## config.mk

```make
export PLATFORM = sky130hd
export DESIGN_NAME = pipeline_stall_ctrl
export DESIGN_NICKNAME = d
export VERILOG_FILES = /design/src/rtl/pipeline_stall_ctrl.sv
export SDC_FILE = /design/constraint.sdc
export NUM_CORES = 1
export LEC_CHECK = 0
export ABC_AREA = 1
export BUFFER_PORTS_ARGS = -buffer_cell sky130_fd_sc_hd__buf_2
export CAP_MARGIN = 30
export CORE_ASPECT_RATIO = 1.25
export CORE_MARGIN = 5
export CORE_UTILIZATION = 52
export CTS_CLUSTER_SIZE = 25
export DETAILED_ROUTE_END_ITERATION = 8
export PLACE_DENSITY = 0.9
export SLEW_MARGIN = 20
export SYNTH_ARGS = -nofsm -noshare
export SYNTH_HDL_FRONTEND = slang
export SYNTH_SLANG_ARGS = --single-unit
```

## constraint.sdc

```tcl
create_clock -name clk -period 2.1 [get_ports clk]
set_clock_uncertainty 0.05 [all_clocks]
set_input_delay 0.105 -clock clk [delete_from_list [all_inputs] [get_ports clk]]
set_output_delay 0.105 -clock clk [all_outputs]
set_load 0.01 [all_outputs]
```

## src/rtl/pipeline_stall_ctrl.sv

```systemverilog
// Hazard and stall controller for the five-stage RV32I pipeline.
// Produces PC / pipeline-register enables and bubble-insert flushes for
// load-use hazards, taken-branch squashes and multi-cycle data-memory
// accesses. A watchdog parks the FSM in ERR if memory never answers.
module pipeline_stall_ctrl #(
  parameter int MEM_TIMEOUT = 64,
  parameter int CNT_W       = 16
) (
  input  logic             clk,
  input  logic             rst,
  input  logic [4:0]       id_rs1,
  input  logic [4:0]       id_rs2,
  input  logic             id_use_rs1,
  input  logic             id_use_rs2,
  input  logic [4:0]       ex_rd,
  input  logic             ex_is_load,
  input  logic             ex_branch_taken,
  input  logic             mem_req,
  input  logic             mem_ready,
  output logic             pc_en,
  output logic             if_id_en,
  output logic             if_id_flush,
  output logic             id_ex_en,
  output logic             id_ex_flush,
  output logic             ex_mem_en,
  output logic             mem_wb_en,
  output logic             mem_busy,
  output logic             timeout_err,
  output logic [CNT_W-1:0] stall_cnt
);

  localparam int WAIT_W = $clog2(MEM_TIMEOUT + 1);

  localparam logic [1:0] S_RUN      = 2'd0;
  localparam logic [1:0] S_MEM_WAIT = 2'd1;
  localparam logic [1:0] S_ERR      = 2'd2;

  logic [1:0]        state, state_nxt;
  logic [WAIT_W-1:0] wait_cnt, wait_nxt;
  logic              load_use;
  logic              run_cycle;   // cycle evaluated with normal hazard rules

  // Load-use: EX load writes a register the ID instruction actually reads (x0 never hazards)
  always_comb begin
    load_use = ex_is_load && (ex_rd != 5'd0) &&
               ((id_use_rs1 && (id_rs1 == ex_rd)) ||
                (id_use_rs2 && (id_rs2 == ex_rd)));
  end

  // Next-state / wait-counter logic; a MEM_WAIT cycle that completes behaves as RUN
  always_comb begin
    state_nxt = state;
    wait_nxt  = wait_cnt;
    run_cycle = 1'b0;
    case (state)
      S_RUN: begin
        if (mem_req && !mem_ready) begin
          state_nxt = S_MEM_WAIT;
          wait_nxt  = WAIT_W'(1);
        end else begin
          run_cycle = 1'b1;
        end
      end
      S_MEM_WAIT: begin
        if (mem_ready || !mem_req) begin
          run_cycle = 1'b1;
          state_nxt = S_RUN;
          wait_nxt  = '0;
        end else if (wait_cnt >= WAIT_W'(MEM_TIMEOUT - 1)) begin
          // this stalled cycle is the MEM_TIMEOUT-th one
          state_nxt = S_ERR;
          wait_nxt  = WAIT_W'(MEM_TIMEOUT);
        end else begin
          wait_nxt  = wait_cnt + WAIT_W'(1);
        end
      end
      S_ERR:   state_nxt = S_ERR;
      default: state_nxt = S_RUN;
    endcase
  end

  // Enables / flushes: branch outranks load-use; flushes only ride with enable=1
  always_comb begin
    pc_en       = 1'b0;
    if_id_en    = 1'b0;
    if_id_flush = 1'b0;
    id_ex_en    = 1'b0;
    id_ex_flush = 1'b0;
    ex_mem_en   = 1'b0;
    mem_wb_en   = 1'b0;
    if (!rst && run_cycle) begin
      pc_en     = 1'b1;
      if_id_en  = 1'b1;
      id_ex_en  = 1'b1;
      ex_mem_en = 1'b1;
      mem_wb_en = 1'b1;
      if (ex_branch_taken) begin
        if_id_flush = 1'b1;
        id_ex_flush = 1'b1;
      end else if (load_use) begin
        pc_en       = 1'b0;
        if_id_en    = 1'b0;
        id_ex_flush = 1'b1;
      end
    end
  end

  assign mem_busy    = (state == S_MEM_WAIT);
  assign timeout_err = (state == S_ERR);

  // FSM state and wait counter; reset abandons any pending access
  always_ff @(posedge clk or posedge rst) begin
    if (rst) begin
      state    <= S_RUN;
      wait_cnt <= '0;
    end else begin
      state    <= state_nxt;
      wait_cnt <= wait_nxt;
    end
  end

  // Saturating count of cycles the PC was held
  always_ff @(posedge clk or posedge rst) begin
    if (rst)                             stall_cnt <= '0;
    else if (!pc_en && (stall_cnt != '1)) stall_cnt <= stall_cnt + CNT_W'(1);
  end

endmodule
```

==> flow_metrics.tcl <==
set metrics [dict create \
    worst_path_max_delay_cell "dlygate4sd3_1" \
    antenna_found_initial 0 \
    route.detailed.wl_per_inst_um 10.7 \
    grtUsageTotal 0.174 \
    drv_cap 0 \
    drt_iter0_markers 59 \
    criticalPathCategory "input pin to primary output" \
    synth-warning-count 0 \
    io_buffers 47 \
    hold_violations 0 \
    core-area_um2 3170 \
    synth-edff-count 0 \
    layout.nets 328 \
    vias 1668 \
    synthFlopType "dfrtp_1" \
    critical_path.top_delay_family "buffers and inverters" \
    std_cell_rows 23 \
    path_buf_inv 4 \
    ys_async_sr_fraction 1.00 \
    syn_area_per_cell_um2 6.65 \
    routed_via_density 4.92 \
    rsz0062_at_grt "no" \
    critPathMaxFanout 26 \
    clock_power_share 0.242 \
    switching_power_uw 399 \
    ys_seq_area_frac 0.369 \
    relSlewSlack 0.705 \
    combPwrFrac 0.259 \
    hold_ws_ns 0.0900 \
    io_pins 48 \
    crit-reg2reg-capture "stall_cnt[4]" \
    netlist.area_leader.share 0.369 \
    die_x_um 61.1 \
    gp_congestion 0.866 \
    hold_path_startpoint "mem_ready" \
    cpMostUsedCell "buf_2" \
    synth-seq-cells 25 \
    reg2reg_from "stall_cnt[0]" \
    end_kind "primary output" \
    diodes 0 \
    grt-ovfl-total 0 \
    reg2reg_setup_slack_ns 0.29 \
    outcome "complete, no violations" \
    grt_pass1_vias 1511 \
    synth_area_um2 1700 \
    ys_top_cells_by_count "nand2_1, inv_1, dfrtp_1, nand3_1, nor2_1" \
    synth_nets 280 \
    wl_mm 3.63 \
    cts_tree "built" \
    cts_sinks 25 \
    synth.area.top_cells "dfrtp_1, nand2_1, inv_1" \
    fmax_mhz 528 \
    dr.pass1.iters 4 \
    ctsHoldBuffers 1 \
    die_h_um 73.9 \
    h-tree-depth 1 \
    cp-start-kind "input pin" \
    postRouteAntennaNets 0 \
    power.density_nw_per_um2 599 \
    worst_pin_slew_ns 0.442 \
    finalSetupTns_ns 0 \
    p_leak_uw 0.00117 \
    seq_power_share 0.498 \
    r2r_cells 10 \
    drcViolationCount 0 \
    dieArea_um2 4510 \
    hpwl_mm 2.84 \
    yosysMostFrequentCell "nand2_1" \
    grt_pass1_wl_mm 6.00 \
    clock_path_buffers 2 \
    start_util 0.536 \
    switching_share 0.335 \
    netlist_instances 255 \
    crit_end "if_id_en" \
    root_buffer "clkbuf_8" \
    area_delta_synth_final_pct 17.4 \
    critPathLaunch "rst" \
    crit_arrival_ns 1.74 \
    hold_class "input pin to register" \
    yosysTopAreaCell "dfrtp_1" \
    numCtsBuffers 3 \
    path_cells "dlygate4sd3_1 > buf_2 > nor3_2 > nand2_2 > inv_1 > buf_2" \
    internal_power_uw 793 \
    synth_cell_types 23 \
    drive_gt1_frac 0.228 \
    setup_viol 0 \
    cp.depth 6 \
    period_needed_ns 1.89 \
    worst_path_largest_cell_delay_ns 0.54 \
    post_cts_buffers 0 \
    grt_max_degree 27 \
    final_max_slew_viol_count 0 \
    vdd.ir_drop.worst_mv 0.512 \
    cts.repair.resized 0 \
    required_ns 1.95 \
    clk_pin_slew_worst_paths_ns 0.08 \
    clk_latency_ns 0.27 \
    period_share 0.902 \
]
cell type report:
cell class / count / area, um^2
Clock buffer: 4 / 45.0
Fill cell: 285 / 1170
Inverter: 44 / 165
Multi-Input combinational cell: 180 / 857
Sequential cell: 25 / 626
Tap cell: 37 / 46.3
Timing Repair Buffer: 49 / 253
cells by family (layout without fill, tap and decap cells):
family / Yosys count / in the layout / synth area share
xor+xnor: 8 / 8 / 0.0413
compound gates: 11 / 11 / 0.0347
simple gates: 159 / 159 / 0.414
flops: 25 / 25 / 0.369
fa+ha+maj: 2 / 2 / 0.0147
buf+inv: 50 / 97 / 0.126
layer usage:
| layer | vias to the layer above | GRT usage | part of all wire |
|---|---|---|---|
| li1 | 874 | - | - |
| met1 | 737 | 0.200 | 0.41 |
| met2 | 52 | 0.307 | 0.49 |
| met3 | 5 | 0.0299 | 0.084 |
| met4 | 0 | 0.0723 | 0.014 |
| met5 | - | 0 | 0 |
sequential cells by signal, indices dropped and copies added (netlist names):
name	cells
stall_cnt	16
state	2
wait_cnt	7
power by group through the flow:
stage | Combinational (uW) | Clock [uW] | Sequential (uW)
after global routing | 357 | 316 | 609
final | 309 | 289 | 594
after global placement | 305 | 0 | 601
after floorplan | 182 | 0 | 614
after detailed placement | 311 | 0 | 603
after CTS | 316 | 293 | 595
placed cells by master, fill, tap and decap left out, drive strengths merged:
cell	synthesis	layout
nand2	96	96
buf	6	48
inv	43	43
nand3	28	28
nor2	27	27
dfrtp	25	25
xor2	6	6
o21ai	5	5
nor3	5	5
a21oi	4	4
clkbuf	0	4
nand4	3	3
xnor2	2	2
ha	2	2
clkinv	1	1
a31oi	1	1
a22oi	1	1
dlygate4sd3	0	1
per-stage QoR:
| stage | setup WS [ns] | power [uW] | std cells | util | area (um^2) |
|---|---|---|---|---|---|
| floorplan | 0.470 | 796 | 255 | - | 1700 |
| global placement | 0.404 | 906 | 334 | 0.612 | 1940 |
| detailed placement | 0.324 | 914 | 334 | 0.612 | 1940 |
| CTS | 0.177 | 1200 | 339 | 0.629 | 1990 |
| global route | 0.0636 | 1280 | 339 | 0.629 | 1990 |
| finish | 0.206 | 1190 | 339 | 0.629 | 1990 |
how the worst min path moves through the flow:
stage / end / slack [ns] / depth (start not counted)
floorplan: stall_cnt[0] / 0.08 / 1
global placement: state[0] / 0.14 / 3
detailed placement: state[0] / 0.15 / 3
CTS: wait_cnt[0] / 0.09 / 4
global route: wait_cnt[0] / 0.11 / 4
finish: wait_cnt[0] / 0.09 / 4
worst min-delay path: cells and delay by family:
family | cells | cell delay [ns]
AND/OR/NAND/NOR | 2 | 0.12
AO/OA/AOI/OAI | 1 | 0.06
buffers and inverters | 1 | 0.08
No activity file was read; power rests on OpenSTA's default activity.
